--- src/rtl/tm_feedback_update.sv ---
// Tsetlin-machine feedback update: saturating clause-weight increment and literal automaton reward/penalty.
// Latency: one cycle, inputs are registered into weight_out/state_out on the rising clk edge when en=1.
// Backpressure: none; en=0 freezes outputs and the internal LFSR, and rst_n (synchronous) overrides en.
//
// Ports:
//   clk, rst_n          clock and synchronous active-low reset
//   en                  update enable
//   conjunction_result  per-clause fire bits; a firing clause gets its weight bumped
//   actions, literals   per-literal include/exclude action and sample value
//   weight_in/out       packed clause weights, clause i at [i*WEIGHT_WIDTH +: WEIGHT_WIDTH]
//   state_in/out        packed literal states, literal j at [j*STATE_WIDTH +: STATE_WIDTH]
module tm_feedback_update #(
  parameter int CLAUSE_NUM   = 4,
  parameter int WEIGHT_WIDTH = 8,
  parameter int STATE_WIDTH  = 8,
  parameter int LITERAL_NUM  = 8,
  parameter int LFSR_WIDTH   = 24,
  // Tap mask for the Fibonacci feedback; default is x^24+x^23+x^22+x^17+1
  parameter logic [LFSR_WIDTH-1:0] LFSR_TAPS = LFSR_WIDTH'(24'hE1_0000)
) (
  input  logic                                clk,
  input  logic                                rst_n,
  input  logic                                en,
  input  logic [CLAUSE_NUM-1:0]               conjunction_result,
  input  logic [LITERAL_NUM-1:0]              actions,
  input  logic [LITERAL_NUM-1:0]              literals,
  input  logic [CLAUSE_NUM*WEIGHT_WIDTH-1:0]  weight_in,
  output logic [CLAUSE_NUM*WEIGHT_WIDTH-1:0]  weight_out,
  input  logic [LITERAL_NUM*STATE_WIDTH-1:0]  state_in,
  output logic [LITERAL_NUM*STATE_WIDTH-1:0]  state_out
);

  localparam logic [WEIGHT_WIDTH-1:0] W_MAX = {WEIGHT_WIDTH{1'b1}};
  localparam logic [STATE_WIDTH-1:0]  S_MAX = {STATE_WIDTH{1'b1}};
  localparam logic [STATE_WIDTH-1:0]  S_MIN = {STATE_WIDTH{1'b0}};

  logic [CLAUSE_NUM*WEIGHT_WIDTH-1:0] weight_nxt;
  logic [LITERAL_NUM*STATE_WIDTH-1:0] state_nxt;
  logic [LFSR_WIDTH-1:0]              lfsr;
  logic                               lfsr_fb;

  // Weight lanes: increment on fire, pinned at all-ones
  always_comb begin
    weight_nxt = weight_in;
    for (int i = 0; i < CLAUSE_NUM; i++) begin
      if (conjunction_result[i] && (weight_in[i*WEIGHT_WIDTH +: WEIGHT_WIDTH] != W_MAX)) begin
        weight_nxt[i*WEIGHT_WIDTH +: WEIGHT_WIDTH] =
          weight_in[i*WEIGHT_WIDTH +: WEIGHT_WIDTH] + WEIGHT_WIDTH'(1);
      end
    end
  end

  // State lanes: literal and action agreeing on 1 rewards, agreeing on 0 penalises,
  // disagreement leaves the automaton where it is
  always_comb begin
    state_nxt = state_in;
    for (int j = 0; j < LITERAL_NUM; j++) begin
      if (literals[j] && actions[j]) begin
        if (state_in[j*STATE_WIDTH +: STATE_WIDTH] != S_MAX) begin
          state_nxt[j*STATE_WIDTH +: STATE_WIDTH] =
            state_in[j*STATE_WIDTH +: STATE_WIDTH] + STATE_WIDTH'(1);
        end
      end else if (!literals[j] && !actions[j]) begin
        if (state_in[j*STATE_WIDTH +: STATE_WIDTH] != S_MIN) begin
          state_nxt[j*STATE_WIDTH +: STATE_WIDTH] =
            state_in[j*STATE_WIDTH +: STATE_WIDTH] - STATE_WIDTH'(1);
        end
      end
    end
  end

  // XOR of the tapped bits; seeded non-zero, so the sequence never collapses to zero
  assign lfsr_fb = ^(lfsr & LFSR_TAPS);

  always_ff @(posedge clk) begin
    if (!rst_n) begin
      weight_out <= '0;
      state_out  <= '0;
      lfsr       <= LFSR_WIDTH'(1);
    end else if (en) begin
      weight_out <= weight_nxt;
      state_out  <= state_nxt;
      // Reserved for stochastic feedback gating; not yet consumed
      lfsr       <= {lfsr[LFSR_WIDTH-2:0], lfsr_fb};
    end
  end

endmodule

--- config.mk ---
export PLATFORM = sky130hd
export DESIGN_NAME = tm_feedback_update
export DESIGN_NICKNAME = d
export VERILOG_FILES = /design/src/rtl/tm_feedback_update.sv
export SDC_FILE = /design/constraint.sdc
export NUM_CORES = 1
export LEC_CHECK = 0
export ABC_AREA = 1
export BUFFER_PORTS_ARGS = -buffer_cell sky130_fd_sc_hd__clkbuf_2
export CORE_MARGIN = 4
export CORE_UTILIZATION = 55
export CTS_CLUSTER_DIAMETER = 100
export DETAILED_ROUTE_END_ITERATION = 7
export GPL_TIMING_DRIVEN = 0
export PLACE_DENSITY = 0.82
export SLEW_MARGIN = 10
export SYNTH_ARGS = -nofsm -noshare
export SYNTH_HDL_FRONTEND = slang
export SYNTH_SLANG_ARGS = --single-unit
--- constraint.sdc ---
create_clock -name clk -period 1.7 [get_ports clk]
set_input_delay 0.17 -clock clk [delete_from_list [all_inputs] [get_ports clk]]
set_output_delay 0.17 -clock clk [all_outputs]
set_load 0.005 [all_outputs]
==> impl_metrics.toml <==
[drt]
routed.top_layer = "met4"
wl_met3_um = 2237
wl_per_cell_um = 13.98
drt_first_pass_iters = 5
wl_met2_um = 12110
m1WireLength_um = 11400
route.detailed.drc = 0
drt_iter0_drc = 785
vias = 10100
avgViaCountPerCell = 5.334
antenna_left = 0
drt_wl_total_um = 26480

[timing]
finalSetupViolations = 0
finalSetupTns_ps = 0
hold_viol_final = 0
fin_crit_ps = 1271
rsz0062_at_grt = "no"
tightest_slew_ps = 782.9
fin_skew_ps = 0
period_share_pct = 74.76
slew_viol_final = 0
slew_headroom_pct = 47.81
max_freq_ghz = 0.7868

[min_path]
hp-class = "in2reg"
whs_path_depth = 5
worstHoldStart = "weight_in[7]"
holdPathEnd = "weight_out[7]"

[grt]
grt.overflow.total = 0
grt_usage_pct = 29.47
grt_max_degree = 16
antenna_found_initial = 0
grt_pass1_vias = 8938
grt_pass1_wl_um = 42930

[critical_path]
crit_path_max_fanout = 6
end_kind = "flip-flop"
crit_arrival_ps = 1530
r2r-start = "state_out[40]"
path_class = "in2reg"
start_kind = "input port"
r2r_cells = 4
r2r-end = "state_out[40]"
worstPathRequired_ps = 1960
regToRegSetupSlack_ps = 970

[yosys]
synth-compound-area-share_pct = 12.06
synth_top_family_by_area = "simple AND/OR/NAND/NOR gates"
synth_adder_area_share_pct = 4.158
netlist_area_um2 = 8426
synthFlopType = "dfxtp_1"
syn_avg_cell_area_um2 = 5.666
synth-simple-area-share_pct = 46.44
synth_xor_area_share_pct = 2.703
muxShareOfSynthArea_pct = 0
seq_area_frac_synth_pct = 22.81
synth-seq-cells = 96
synth_edf_count = 0
synth_nets = 1634
synthDistinctLibCells = 33
yosysWarnings = 0
async_reset_ff_share_pct = 0
synth_cells = 1487

[place]
placed_cells_incl_taps = 1879
numPortBuffers = 208
gp_congestion = 0.9502
post-dp-hpwl_um = 20410

[die]
ios = 215
core_region_area_um2 = 14750
fp-row-count = 44
fp.dieArea_um2 = 17360
die_h_um = 131.8
start_util_pct = 57.11
die_width_um = 131.8

[pwr]
p_per_area_nw_per_um2 = 665.7
leakage_nw = 5.671
ir_drop_mv = 0.5096
finalPower_mw = 6.683

[final_layout]
multi_input_area_um2 = 5507
final-seq-area_um2 = 1922
drive_above_1_share_pct = 17.49
stdcell_count = 1894
fin_nets = 1853
fillers = 1479
area_delta_synth_final_pct = 19.16
diodes = 0

[clock_tree]
clock_latency_ps = 360
cts_tree = "done"
cts_buffer_depth = 2
cts.clk_slew.worst_paths_ps = 70
postCtsHoldBufs = 0
cts_resized = 0
cts_buffers = 9
cts_sinks = 96
htree_levels = 3
cts_setup_buffers = 0
root_buffer = "clkbuf_16"

[run_status]
outcome = "finished clean"

[job]
drv_cap = 0
-- registers in the layout (all words and copies together), names as in the netlist --
signal	count
state_out	64
weight_out	32
-- layout make-up --
type / instances / area share (%)
Buffer: 35 / 1.595
Clock buffer: 10 / 2.380
Clock inverter: 5 / 1.034
Inverter: 223 / 8.338
Multi-Input combinational cell: 1133 / 54.85
Sequential cell: 96 / 19.14
Tap cell: 184 / 2.293
Timing Repair Buffer: 208 / 10.37
-- cell usage in the layout (no fill, tap or decap), types with 2 or more instances in the layout --
cell type  synthesis  final
buf_4              4      4
nand2_1          385    385
clkbuf_1          18     18
clkbuf_2           0    208
and3_1             3      3
o21ai_0           82     82
nor3_1            12     12
dfxtp_1           96     96
a21oi_2           10     10
nand2_4            2      2
ha_1              28     28
nor2_4             9      9
nand4_1           28     28
a31oi_1            2      2
nand3_1          181    181
nor2_1           240    240
inv_2              6      6
nor2_2            16     16
nand3b_1           2      2
buf_2             11     11
clkbuf_16          0      9
buf_1              2      2
xnor2_1           10     10
xor2_1            16     16
clkinv_1           6      6
nand3_2            4      4
bufinv_16          0      3
inv_1            211    211
nand2_2           10     10
o21ai_1           20     20
nand3_4            2      2
o211ai_1          23     23
a21oi_1           45     45
-- how the worst max path moves through the flow --
| stage | startpoint | end | slack, ps | cells after the start |
|---|---|---|---|---|
| floorplan | state_in[56] | state_out[60] | 430 | 11 |
| global placement | state_in[56] | state_out[60] | 110 | 12 |
| detailed placement | state_in[41] | state_out[44] | 110 | 12 |
| CTS | rst_n | weight_out[26] | 450 | 4 |
| global route | state_in[41] | state_out[44] | 220 | 12 |
| finish | state_in[40] | state_out[44] | 430 | 12 |
-- worst max-delay path, stage by stage --
cell	delay, ps
clkbuf_2	100
inv_1	160
ha_1	170
inv_1	40
nor2_1	260
nand2_1	150
nand2_1	80
inv_1	30
o21ai_0	150
nand3_1	110
nand2_1	70
inv_1	30
-- power by group --
part           internal [mW]  switching (mW)
sequential              2.42           0.104
clock                   1.47           0.945
combinational          0.635            1.10
-- synth_stat cells (all sizes together), types with 10 or more instances --
library cell	number	area share, %
a21oi	55	3.7
nor3	13	0.83
nand2	397	18
buf	17	1.1
clkbuf	18	0.80
nor2	265	13
xor2	16	1.7
inv	217	9.7
nand4	28	2.1
o211ai	23	2.0
dfxtp	96	23
xnor2	10	1.0
o21ai	102	6.1
ha	28	4.2
nand3	187	12
-- per-layer routing --
metal	track usage, %	vias up
met5	0	-
met4	9.860	0
met3	5.878	58
met2	49.31	388
met1	38.10	4477
li1	-	5179
-- logic make-up after synthesis --
logic type      count (synthesis)
buf+inv                       258
simple gates                  896
xor+xnor                       26
flops                          96
fa+ha+maj                      28
compound gates                183
-- metrics by stage --
stage                     utilization, %  setup slack (ps)  cell area [um2]  hold WS [ps]
after floorplan                        -             434.6             8426         343.8
after global placement             65.72             108.3             9697         461.8
after detailed placement           65.72             107.4             9697         465.4
after CTS                          68.05             448.0            10040         130.5
after global routing               68.05             218.4            10040         160.5
final                              68.05             429.1            10040         139.9
Note: power is estimated with default switching activity, not from simulation.
